$ cat config.mk
export PLATFORM = sky130hd
export DESIGN_NAME = ram_arbiter
export DESIGN_NICKNAME = d
export VERILOG_FILES = /design/src/rtl/ram_arbiter.sv
export SDC_FILE = /design/constraint.sdc
export NUM_CORES = 1
export LEC_CHECK = 0
export CAP_MARGIN = 20
export CORE_ASPECT_RATIO = 0.8
export CORE_MARGIN = 2
export CORE_UTILIZATION = 41
export CTS_CLUSTER_DIAMETER = 100
export CTS_CLUSTER_SIZE = 20
export DETAILED_ROUTE_END_ITERATION = 12
export PLACE_DENSITY = 0.78
export SETUP_SLACK_MARGIN = 0.2
export SYNTH_ARGS = -nofsm -noshare
export SYNTH_HDL_FRONTEND = slang
export SYNTH_SLANG_ARGS = --single-unit
$ cat constraint.sdc
create_clock -name clk2 -period 1.89 [get_ports clk2]
set_input_delay 0.378 -clock clk2 [delete_from_list [all_inputs] [get_ports clk2]]
set_output_delay 0.378 -clock clk2 [all_outputs]
set_load 0.05 [all_outputs]
$ cat src/rtl/ram_arbiter.sv
// rtl/ram_arbiter.sv - two-requester round-robin arbiter and sequencer for a shared 256x8 RAM
module ram_arbiter #(
    parameter int AW = 8,
    parameter int DW = 8
) (
    input  logic          clk2,
    input  logic          reset,
    input  logic          req0,
    input  logic          we0,
    input  logic          lock0,
    input  logic [AW-1:0] addr0,
    input  logic [DW-1:0] wdata0,
    output logic          ack0,
    output logic [DW-1:0] rdata0,
    input  logic          req1,
    input  logic          we1,
    input  logic          lock1,
    input  logic [AW-1:0] addr1,
    input  logic [DW-1:0] wdata1,
    output logic          ack1,
    output logic [DW-1:0] rdata1,
    output logic [AW-1:0] eab,
    output logic [DW-1:0] din,
    output logic [1:0]    cword,
    input  logic [DW-1:0] edb,
    output logic          busy,
    output logic          owner
);

    typedef enum logic {
        ST_IDLE = 1'b0,
        ST_BUS  = 1'b1
    } state_t;

    localparam logic [1:0] CW_IDLE  = 2'b00;
    localparam logic [1:0] CW_WRITE = 2'b01;
    localparam logic [1:0] CW_READ  = 2'b10;

    state_t        r_state;
    logic [AW-1:0] r_eab;
    logic [DW-1:0] r_din;
    logic [1:0]    r_cword;
    logic [DW-1:0] r_rdata0;
    logic [DW-1:0] r_rdata1;
    logic          r_ack0;
    logic          r_ack1;
    logic          r_busy;
    logic          r_owner;
    logic          r_lock;

    logic [1:0]    w_req;
    logic          w_gnt_vld;
    logic          w_gnt_id;
    logic          w_sel_we;
    logic          w_sel_lock;
    logic [AW-1:0] w_sel_addr;
    logic [DW-1:0] w_sel_wdata;

    // On a tie the lock flag keeps the current owner, otherwise the other side wins.
    always_comb begin
        w_req     = {req1, req0};
        w_gnt_vld = |w_req;
        if (w_req == 2'b11) begin
            w_gnt_id = r_lock ? r_owner : ~r_owner;
        end else begin
            w_gnt_id = w_req[1];
        end
        w_sel_we    = w_gnt_id ? we1    : we0;
        w_sel_lock  = w_gnt_id ? lock1  : lock0;
        w_sel_addr  = w_gnt_id ? addr1  : addr0;
        w_sel_wdata = w_gnt_id ? wdata1 : wdata0;
    end

    always_ff @(posedge clk2 or negedge reset) begin
        if (!reset) begin
            r_state  <= ST_IDLE;
            r_eab    <= '0;
            r_din    <= '0;
            r_cword  <= CW_IDLE;
            r_rdata0 <= '0;
            r_rdata1 <= '0;
            r_ack0   <= 1'b0;
            r_ack1   <= 1'b0;
            r_busy   <= 1'b0;
            r_owner  <= 1'b1;
            r_lock   <= 1'b0;
        end else begin
            case (r_state)
                ST_IDLE: begin
                    r_ack0 <= 1'b0;
                    r_ack1 <= 1'b0;
                    if (w_gnt_vld) begin
                        r_eab   <= w_sel_addr;
                        r_din   <= w_sel_we ? w_sel_wdata : '0;
                        r_cword <= w_sel_we ? CW_WRITE : CW_READ;
                        r_owner <= w_gnt_id;
                        r_busy  <= 1'b1;
                        r_lock  <= w_sel_lock;
                        r_state <= ST_BUS;
                    end else begin
                        // Nobody requesting means a locked owner has let go.
                        r_cword <= CW_IDLE;
                        r_lock  <= 1'b0;
                    end
                end
                ST_BUS: begin
                    if (r_owner) begin
                        r_ack1 <= 1'b1;
                        if (r_cword == CW_READ) r_rdata1 <= edb;
                    end else begin
                        r_ack0 <= 1'b1;
                        if (r_cword == CW_READ) r_rdata0 <= edb;
                    end
                    r_cword <= CW_IDLE;
                    r_busy  <= 1'b0;
                    r_state <= ST_IDLE;
                end
                default: r_state <= ST_IDLE;
            endcase
        end
    end

    assign eab    = r_eab;
    assign din    = r_din;
    assign cword  = r_cword;
    assign rdata0 = r_rdata0;
    assign rdata1 = r_rdata1;
    assign ack0   = r_ack0;
    assign ack1   = r_ack1;
    assign busy   = r_busy;
    assign owner  = r_owner;

endmodule

==> results.json <==
{
  "stdcell_area_um2": 2980,
  "rr_endpoint": "cword[1]",
  "skew_ns": 0.0106,
  "switching_share": 0.457,
  "grt.overflow.total": 0,
  "cp_data_arrival_time_ns": 1.25,
  "seqCellArea_um2": 1000,
  "n_antenna_cell": 0,
  "via_per_inst": 5.13,
  "synth_xor_area_frac": 0.0135,
  "cts_tree": "done",
  "pwr-share-comb": 0.527,
  "num_vias": 1594,
  "worstSetupStartpointType": "flip-flop",
  "setup_tns_ns": 0,
  "worstReg2RegStart": "owner",
  "cellPowerDensity_nw_per_um2": 1420,
  "die_area_um2": 5080,
  "report.final.slew_viol_count": 0,
  "die_x_um": 79.2,
  "synth_fp_nets": 199,
  "fin_crit_sh": 0.859,
  "cp_max_fo": 6,
  "layout.nets": 301,
  "initial_core_util": 0.436,
  "clk_pin_slew_ns": 0.08,
  "cp-end-kind": "primary output",
  "synthMuxAreaShare": 0.105,
  "clock-root-buffer": "clkbuf_8",
  "max_cap_viol_count": 0,
  "relSlewSlack": 0.667,
  "p_int_w": 0.00229,
  "async_flop_share": 1.00,
  "synthAdderAreaFrac": 0,
  "avgRoutedWirePerCell_um": 14.9,
  "fin_util": 0.700,
  "cts.htree.levels": 2,
  "ctsHoldBuffers": 0,
  "cp.required_ns": 1.51,
  "crit_slowest_cell": "dfstp_2",
  "ys.warnings.count": 0,
  "clockBufferDepth": 2,
  "grtUsageTotal": 0.199,
  "rows": 21,
  "path_buf_inv": 2,
  "worstSkewPairLatency_ns": 0.29,
  "ant_nets": 0,
  "syn-instance-count": 151,
  "clock.fmax_ghz": 0.616,
  "tightestPinTransition_ns": 0.486,
  "ys_seq_area_frac": 0.540,
  "ios": 86,
  "min_period_ns": 1.62,
  "coreArea_um2": 4260,
  "hold_violations": 0,
  "drc": 0,
  "synth_area_um2": 1860,
  "die_h_um": 64.2,
  "synthFlopType": "dfrtp_1",
  "dr.first_iter.drc_count": 85,
  "routabilityCongestion": 0.882,
  "path_delay_family": "flip-flops",
  "status": "complete, no violations",
  "setup_viol": 0,
  "rsz0062_at_grt": "no",
  "p_leak_nw": 1.40,
  "r2r_cells": 4,
  "synth_edf_count": 0,
  "area_growth_pct": 60.6,
  "firstDrtPassIters": 4,
  "drive_above_1_share": 0.248,
  "max_stage_delay_ns": 0.61,
  "share_seq_of_total_power": 0.310,
  "reg2reg_slack_ns": 0.27,
  "grt_antenna_before_repair": 0,
  "cts_buffers": 5,
  "synth_top_family_by_area": "compound AO/OA/AOI/OAI gates",
  "crit_type": "flip-flop to primary output",
  "ys_seq_elements": 40,
  "synth.avg_cell_area_um2": 12.3,
  "dp_hpwl_um": 3560,
  "synthSimpleGateAreaFrac": 0.0850,
  "clkPwrFrac": 0.163,
  "clkSinkCount": 40,
  "portBuffers": 85,
  "grt_first_pass_wirelength_um": 7690,
  "worstHoldPathType": "primary input to async pin",
  "grt_max_degree": 41,
  "multi_input_area_um2": 800,
  "synth_compound_area_frac": 0.208,
  "ys_types": 33,
  "power.switching_w": 0.00193,
  "grt_pass1_vias": 1587,
  "fill_cells": 332,
  "path_cells": "buf_4 > buf_12",
  "placed_cell_area_um2": 2870,
  "drt_wl_total_um": 4650,
  "ir_worst_vdd_mv": 0.687
}
power groups by stage:
stage | logic [W] | clock network [W] | registers, W
after floorplan | 0.000498 | 0 | 0.00233
after global placement | 0.00232 | 0 | 0.00133
after detailed placement | 0.00235 | 0 | 0.00134
after CTS | 0.00219 | 0.000699 | 0.00132
after global routing | 0.00232 | 0.000741 | 0.00136
final | 0.00222 | 0.000688 | 0.00131
worst max path at each step:
stage / from / to / depth (start not counted)
final: owner / owner / 2
after global routing: owner / cword[1] / 4
after CTS: owner / owner / 2
after detailed placement: req0 / din[4] / 5
after global placement: req1 / eab[7] / 4
after floorplan: owner / rdata1[0] / 3
cell usage after synthesis (4+ instances only):
cell type   n  share of area
a2111oi_0   8          0.038
a211o_1     8          0.038
a211oi_1    8          0.032
a221o_1     8          0.043
and2_1      8          0.027
clkbuf_1    6          0.012
dfrtp_1    39           0.53
inv_1      13          0.026
mux2_2     16          0.097
nand2_1     8          0.016
nor2_1      4         0.0081
stage by stage:
| stage | hold WS [ns] | total power (W) | instances | setup WS, ns |
|---|---|---|---|---|
| 4_1_cts | 0.149 | 0.00421 | 309 | 0.211 |
| 5_1_grt | 0.167 | 0.00442 | 311 | 0.224 |
| 2_1_floorplan | 0.0824 | 0.00283 | 151 | 0.200 |
| 3_5_place_dp | 0.469 | 0.00368 | 301 | 0.00799 |
| 6_report | 0.133 | 0.00422 | 311 | 0.266 |
| 3_3_place_gp | 0.462 | 0.00366 | 301 | 0.0473 |
sequential cells by signal, summed over array words and instances, names as in the netlist:
| name | count |
|---|---|
| din | 8 |
| eab | 8 |
| rdata0 | 8 |
| rdata1 | 8 |
| cword | 2 |
| ack0 | 1 |
| ack1 | 1 |
| busy | 1 |
| owner | 1 |
| r_lock | 1 |
| r_state | 1 |
cell usage in the layout (no fill, tap or decap), types with 4 or more instances in the layout:
master,n
clkdlybuf4s50_1,46
dfrtp_1,39
dlygate4sd2_1,28
buf_4,26
mux2_2,16
inv_1,13
nand2_1,8
a211oi_1,8
a211o_1,8
and2_1,8
a221o_1,8
a2111oi_0,7
clkbuf_8,5
nor2_1,4
final cells by class:
class | instances | area share
flip-flops and latches | 40 | 0.336
repair buffers | 103 | 0.318
multi-input cells | 90 | 0.268
well taps | 57 | 0.0239
clock buffers | 5 | 0.0231
inverters | 13 | 0.0164
clock inverters | 3 | 0.0143
worst reg2reg max path: cells and delay by family, from the launching register on:
kind | cells | cell delay, ns
compound gates | 1 | 0.13
xor+xnor | 1 | 0.31
buf+inv | 1 | 0.16
flops | 1 | 0.61
mux | 1 | 0.31
layer usage:
| layer | GRT usage | wire, um |
|---|---|---|
| met5 | 0 | 0 |
| met4 | 0.0970 | 108 |
| met3 | 0.0410 | 211 |
| met2 | 0.292 | 2120 |
| met1 | 0.281 | 2200 |
cells by family (layout without fill, tap and decap cells):
group / Yosys count / in the layout
AOI/OAI and AO/OA: 44 / 44
xor gates and xnor gates: 2 / 2
buffers and inverters: 21 / 124
DFF: 40 / 40
muxes: 17 / 17
and+or+nand+nor: 27 / 27
what timing repair did:
action / CTS / global route
resized for setup: 29 / 2
pin swaps: 0 / 1
buffers inserted: 0 / 2
setup endpoints to repair: 30 / 14
No activity file was read; power rests on OpenSTA's default activity.
